--- src/rtl/ycconfig_loader_pkg.sv ---
// Shared definitions for the configuration-chain loader: cell code values,
// FSM states and the bit-order helper used when serialising a code.
package ycconfig_loader_pkg;

  localparam int CODE_W   = 3;
  localparam int IDX_LAST = CODE_W - 1;

  localparam logic [CODE_W-1:0] CODE_SPACE  = 3'b000;
  localparam logic [CODE_W-1:0] CODE_PLUS   = 3'b001;
  localparam logic [CODE_W-1:0] CODE_HSHORT = 3'b010;
  localparam logic [CODE_W-1:0] CODE_VSHORT = 3'b011;
  localparam logic [CODE_W-1:0] CODE_ONE    = 3'b100;
  localparam logic [CODE_W-1:0] CODE_ZERO   = 3'b101;
  localparam logic [CODE_W-1:0] CODE_YES    = 3'b110;
  localparam logic [CODE_W-1:0] CODE_NO     = 3'b111;

  typedef enum logic [1:0] {
    ST_IDLE = 2'd0,
    ST_LOW  = 2'd1,
    ST_HIGH = 2'd2
  } state_e;

  // Codes go out MSB first: bit index 0 carries code[2].
  function automatic logic code_bit(input logic [CODE_W-1:0] code, input logic [1:0] idx);
    return code[2'd2 - idx];
  endfunction

endpackage

--- src/rtl/ycconfig_loader.sv ---
// Serial loader for a chain of 3-bit configuration cells: shifts one host code
// out on cbitin/confclk per request and returns the code pushed off the far end.
module ycconfig_loader
  import ycconfig_loader_pkg::*;
#(
  parameter int HALF = 2
) (
  input  logic              clk,
  input  logic              reset_n,
  input  logic              in_valid,
  input  logic [CODE_W-1:0] in_code,
  output logic              in_ready,
  output logic              out_valid,
  output logic [CODE_W-1:0] out_code,
  input  logic              out_ready,
  output logic              confclk,
  output logic              cbitin,
  input  logic              cbitret,
  output logic              busy
);

  localparam int PW = 4;
  localparam logic [PW-1:0] PHASE_LAST = PW'(HALF - 1);

  state_e            state, state_nxt;
  logic [PW-1:0]     phase;
  logic [1:0]        idx;
  logic [CODE_W-1:0] code_q;
  logic [CODE_W-1:0] ret_q;
  logic              phase_done;
  logic              last_bit;
  logic              accept;

  assign phase_done = (phase == PHASE_LAST);
  assign last_bit   = (idx == 2'(IDX_LAST));
  assign accept     = in_valid & in_ready;

  // state register
  always_ff @(posedge clk or negedge reset_n) begin
    if (!reset_n) state <= ST_IDLE;
    else          state <= state_nxt;
  end

  // next-state logic
  always_comb begin
    state_nxt = state;
    case (state)
      ST_IDLE: if (accept)     state_nxt = ST_LOW;
      ST_LOW:  if (phase_done) state_nxt = ST_HIGH;
      ST_HIGH: if (phase_done) state_nxt = last_bit ? ST_IDLE : ST_LOW;
      default:                 state_nxt = ST_IDLE;
    endcase
  end

  // Returned data taken in the same IDLE cycle frees the loader at once, so a
  // streaming host spends exactly one IDLE cycle between codes.
  always_comb begin
    in_ready = 1'b0;
    busy     = 1'b0;
    case (state)
      ST_IDLE: in_ready = ~out_valid | out_ready;
      default: busy     = 1'b1;
    endcase
  end

  // Shift datapath; confclk and cbitin are registered so the chain sees clean edges.
  always_ff @(posedge clk or negedge reset_n) begin
    if (!reset_n) begin
      phase     <= '0;
      idx       <= '0;
      code_q    <= CODE_SPACE;
      ret_q     <= CODE_SPACE;
      confclk   <= 1'b0;
      cbitin    <= 1'b0;
      out_valid <= 1'b0;
      out_code  <= CODE_SPACE;
    end else begin
      case (state)
        ST_IDLE: begin
          if (out_valid && out_ready) out_valid <= 1'b0;
          if (accept) begin
            code_q <= in_code;
            idx    <= '0;
            phase  <= '0;
            cbitin <= code_bit(in_code, 2'd0);
          end
        end
        ST_LOW: begin
          if (phase_done) begin
            phase   <= '0;
            confclk <= 1'b1;
            // far-end bit is sampled before the chain shifts on this rising edge
            ret_q   <= {ret_q[CODE_W-2:0], cbitret};
          end else begin
            phase <= phase + PW'(1);
          end
        end
        ST_HIGH: begin
          if (phase_done) begin
            phase   <= '0;
            confclk <= 1'b0;
            if (last_bit) begin
              out_valid <= 1'b1;
              out_code  <= ret_q;
            end else begin
              idx    <= idx + 2'd1;
              cbitin <= code_bit(code_q, idx + 2'd1);
            end
          end else begin
            phase <= phase + PW'(1);
          end
        end
        default: begin
          phase   <= '0;
          confclk <= 1'b0;
        end
      endcase
    end
  end

endmodule

--- config.mk ---
export PLATFORM = sky130hd
export DESIGN_NAME = ycconfig_loader
export DESIGN_NICKNAME = d
export VERILOG_FILES = /design/src/rtl/ycconfig_loader_pkg.sv /design/src/rtl/ycconfig_loader.sv
export SDC_FILE = /design/constraint.sdc
export NUM_CORES = 1
export LEC_CHECK = 0
export ABC_AREA = 1
export CAP_MARGIN = 15
export CORE_ASPECT_RATIO = 0.5
export CORE_MARGIN = 2
export CORE_UTILIZATION = 40
export DETAILED_ROUTE_END_ITERATION = 12
export PLACE_DENSITY = 0.59
export SLEW_MARGIN = 20
export SYNTH_ARGS = -nofsm -noshare
export SYNTH_HDL_FRONTEND = slang
export SYNTH_SLANG_ARGS = --single-unit
--- constraint.sdc ---
create_clock -name clk -period 3.2 [get_ports clk]
set_input_delay 0.8 -clock clk [delete_from_list [all_inputs] [get_ports clk]]
set_output_delay 0.8 -clock clk [all_outputs]
set_load 0.02 [all_outputs]
Yosys cells after proc, flatten, opt, wreduce, memory -nomap -nowiden --
Index checks and enable logic that the tools add are counted.
Word-level totals: memories 0, ROM bits 0, bits in writable memories 0, logic and storage cells 65, output and inout port bits 8, bits in latches 0, bits in registers 20
Operators by class: mux-type cells 27, $lt $le $gt $ge 1, div/mod/pow operators 0, shift operators 0, multiply operators 0, reduce and logical (&&, ||, !) cells 11, equality and inequality tests 10, add/sub/neg operators 3, bitwise gates (word level) 4
Operators by type and width (number):
- 1-bit two-way mux | 12
- 2-bit two-way mux | 6
- 2-bit inequality test (second input constant) | 6
- 3-bit AND reduction | 3
- 4-bit two-way mux | 2
- 4-bit case mux with 2 select lines | 1
- 4-bit AND reduction | 2
- 2-bit case mux with 3 select lines | 1
- 4-bit by 1-bit adder with 4-bit output (second input constant) | 1
- 2-bit equality test (second input constant) | 2
- 4-bit by 1-bit equality test with 1-bit output (second input constant) | 1
- 1-bit case mux with 2 select lines | 2
- 2-bit case mux with 2 select lines | 1
- 2-bit AND reduction | 2
- 2-bit by 3-bit < comparator with 1-bit output (second input constant) | 1
- 1-bit case mux with 3 select lines | 1
- 2-bit by 1-bit adder with 2-bit output (second input constant) | 1
- 1-bit binary-select mux with 2-bit select | 1
- 2-bit by 1-bit equality test with 1-bit output (second input constant) | 1
- 2-bit zero test | 1
- 1-bit NOT | 2
- 2-bit nonzero test | 1
- 2-bit OR reduction | 1
- 2-bit subtractor (first input constant) | 1
- 3 further kinds | 3

Longest topological paths before layout --
word-level depth 7, depth in mapped cells 9, gate-level depth less buffers 9

Least setup slack after synthesis --
Ideal clock, no wire load.
path type register -> output, start register state[0], end output in_ready, data required time 2400 ps, path buffers 0, stages on the path, launching flop included 5, setup slack 1267 ps, arrival time 1133 ps, cell sequence dfrtp_1 inv_1 ha_1 inv_2 o21ai_2
Between the ends: cells in the longest elaborated chain, start to end 2
RTL lines:
- start, declared | RTL line ycconfig_loader.sv:25 | state_e state, state_nxt;
- start signal, assigned | RTL line ycconfig_loader.sv:41 | else state <= state_nxt;
- 2-bit zero test | RTL line ycconfig_loader.sv:60 | case (state)
- 1-bit two-way mux | RTL line ycconfig_loader.sv:60
- end, declared | RTL line ycconfig_loader.sv:12 | output logic in_ready,
No other way between the ends.

Worst setup path in the final report --
start input out_ready, end output in_ready
Between the ends: cells in the longest elaborated chain, start to end 2
RTL lines:
- start, declared | RTL line ycconfig_loader.sv:15 | input logic out_ready,
- 1-bit OR | RTL line ycconfig_loader.sv:61 | ST_IDLE: in_ready = ~out_valid | out_ready;
- 1-bit two-way mux | RTL line ycconfig_loader.sv:60
No other way between the ends.

==> summary.md <==
| Metric | Value |
|---|---|
| CTS Sinks | `20` |
| Cell Chain, Critical Path | `clkdlybuf4s50_1, nand2_1, o21ai_2, clkdlybuf4s50_1` |
| Status | `finished, final reports clean` |
| Max-Cap Viols | `0` |
| Seq/Total Area, Yosys | `~47%` |
| Adder-cell share of the synthesized area | `9.445%` |
| Final worst-path cycle share | `90.07%` |
| Worst hold path depth | `2` |
| Flop-to-flop setup slack | `1.59 ns` |
| Unrepaired setup endpoints after global routing | `no` |
| Seq cells post-synth | `20` |
| Share of cells above drive strength 1 | `between 8 and 9%` |
| Pin count of the biggest net entering global routing | `21` |
| Final setup skew | `0.001941 ns` |
| Skew-Pair Late Insertion Delay | `0.26 ns` |
| # IOs | `16` |
| Top cell by count, worst path | `clkdlybuf4s50_1` |
| Global-route wire length before repair | `3.236 mm` |
| Crit Path Max Fanout | `3` |
| First drt pass iteration count | `4` |
| Startpoint types | `input port` |
| Syn Inst Count | `126` |
| DP HPWL | `1.428 mm` |
| Post-route cell area | `1319 sq um` |
| CTS tree | `built` |
| Total CTS buffers | `3` |
| Core Region | `roughly 2600 sq um` |
| Chip Width | `76.80 um` |
| Largest family of logic cells by synthesized area | `simple AND/OR/NAND/NOR gates` |
| Filler cells | `~230` |
| Drt total wl | `1.970 mm` |
| Crit end category | `primary output` |
| Placer congestion estimate | `0.7649` |
| Crit path arrival time | `2.08 ns` |
| CP max stage cell | `clkdlybuf4s50_1` |
| Pleak | `0.0006467 uW` |
| Rows | `13` |
| Post-cts sizing count | `0` |
| Slew Limit Fails | `0` |
| Starting Density | `41.50%` |
| Final min period | `roughly 2.9 ns` |
| Post-CTS setup buffer count | `0` |
| Worst-path clk slew | `0.07 ns` |
| Top delay family on crit path | `buffers and inverters` |
| Worst-margin pin slew | `0.4101 ns` |
| Critical path required time | `2.40 ns` |
| Mean Syn Cell Area | `8.411 sq um` |
| Slew margin rel. | `between 70% and 80%` |
| Final nets | `163` |
| Vias in the first global route | `about 720` |
| Clock Tree Root | `clkbuf_8` |
| Setup TNS Final | `0 ns` |
| Distinct cells, synth | `19` |
| Worst path bufs/invs | `2` |
| Die area | `3102 sq um` |
| Placed inst area | `1264 sq um` |
| Post-synthesis simple-gate area fraction | `23.61%` |
| Final hold violation count | `0` |
| Post-Syn Area | `between 1000 and 1500 sq um` |
| Net count after synthesis | `around 140` |
| Diodes inserted | `0` |
| Initial antenna violation count | `0` |
| Via count | `809` |
| Cts hold-fix bufs | `0` |
| Pwr dens | `866.6 nW/um^2` |
| CP Depth | `4` |
| Routed Antenna Nets | `0` |
| Tot Pwr | `1143 uW` |
| Total number of H-tree levels | `1` |
| Synth warnings | `0` |
| DRC | `0` |
| Post-synthesis compound-gate area fraction | `12.40%` |
| Gr usage total | `~14%` |
| Worst path max stage delay | `0.63 ns` |
| Hold Slack | `0.4813 ns` |
| Overflow after GRT | `0` |
| Worst VDD drop | `between 0.0005 and 0.0006 V` |
| Port bufs | `15` |
| XOR/XNOR Fraction of Synth Area | `1.653%` |
| Endpoints failing setup | `0` |
| Worst Setup Path Type | `in -> out` |
| Fmax | `between 0.3 and 0.4 GHz` |
| Post-synthesis mux area share | `0%` |
| Worst min path class | `reg -> reg` |
| DR WL/cell | `around 11 um` |
| DRT iter0 DRCs | `14` |
| CTS max path bufs | `2` |
| Final std cells w/o fill | `between 150 and 200` |
| Register-to-Register Path Depth | `6` |
| Die Ht | `40.40 um` |
| Area added between synthesis and finish | `24.44%` |
| Via-to-Cell Ratio | `4.421` |
| # placed instances | `179` |
==> per-layer routing <==
| metal | vias to the layer above | wire [um] | global-route usage, % |
|---|---|---|---|
| li1 | 444 | - | - |
| met1 | 355 | 1007 | 18.29 |
| met2 | 8 | 878 | 23.25 |
| met3 | 2 | 65 | 5.405 |
| met4 | 0 | 19 | 2.727 |
| met5 | - | 0 | 0 |
==> final cells by class <==
class	instances	area (sq um)	share of cell area [%]
Timing Repair Buffer	16	157.7	11.95
Inverter	16	60.06	4.554
Multi-Input combinational cell	90	499.2	37.86
Clock buffer	4	55.05	4.175
Sequential cell	20	500.5	37.95
Tap cell	37	46.29	3.510
==> synthesized netlist by cell type (all sizes together) <==
cell type / instances / share of area (%)
xnor2: 1 / 0.83
nand4: 1 / 0.59
a21oi: 4 / 3.0
nand2: 40 / 14
o21bai: 3 / 2.1
dfrtp: 20 / 47
ha: 8 / 9.4
nor2: 9 / 3.9
inv: 16 / 5.7
nand3: 9 / 4.7
o21ai: 14 / 7.3
xor2: 1 / 0.83
==> worst paths after layout <==
path | start | end
worst max-delay path | out_ready | in_ready
worst min-delay path | code_q[1]$_DFFE_PN0P_ | code_q[1]$_DFFE_PN0P_
worst max register to register | state[0]$_DFFE_PN0P_ | state[1]$_DFFE_PN0P_
worst min register to register | code_q[1]$_DFFE_PN0P_ | code_q[1]$_DFFE_PN0P_
max in group asynchronous | reset_n | state[0]$_DFFE_PN0P_
min in group asynchronous | reset_n | code_q[2]$_DFFE_PN0P_
==> stage by stage <==
step | setup WS, ns | utilization, %
after floorplan | 1.267 | -
after global placement | 0.3372 | 49.49
after detailed placement | 0.3239 | 49.49
after CTS | 0.3245 | 51.64
after global routing | 0.2555 | 51.64
final | 0.3179 | 51.64
==> placed cells by master, fill, tap and decap left out, drive strengths merged <==
| cell type | netlist | layout |
|---|---|---|
| a21oi | 4 | 4 |
| nor2 | 9 | 9 |
| clkbuf | 0 | 4 |
| nand4 | 1 | 1 |
| xnor2 | 1 | 1 |
| o21ai | 14 | 14 |
| o21bai | 3 | 3 |
| nand2 | 40 | 40 |
| clkdlybuf4s50 | 0 | 15 |
| dfrtp | 20 | 20 |
| ha | 8 | 8 |
| inv | 16 | 16 |
| nand3 | 9 | 9 |
| buf | 0 | 1 |
| xor2 | 1 | 1 |
==> flip-flops by register name, indices dropped and copies added, names as in the netlist <==
name / flops
cbitin: 1
code_q: 3
confclk: 1
idx: 2
out_code: 3
out_valid: 1
phase: 4
ret_q: 3
state: 2
==> kinds of logic after synthesis <==
| group | count (synthesis) |
|---|---|
| adders and majority gates | 8 |
| buffers and inverters | 16 |
| xor gates and xnor gates | 2 |
| DFF | 20 |
| AOI/OAI and AO/OA | 21 |
| and+or+nand+nor | 59 |
==> where the power goes <==
group	switching, uW	internal [uW]
combinational	342	214
clock	86.5	110
sequential	54.1	337
==> worst register-to-register path, delay by kind of cell (launching register included) <==
kind                     cells  cell delay [ns]
AO/OA/AOI/OAI                1             0.40
buffers and inverters        1             0.09
adder cells (fa/ha/maj)      1             0.31
AND/OR/NAND/NOR              3             0.27
flip-flops                   1             0.43
Power figures use the tool's default switching activity.
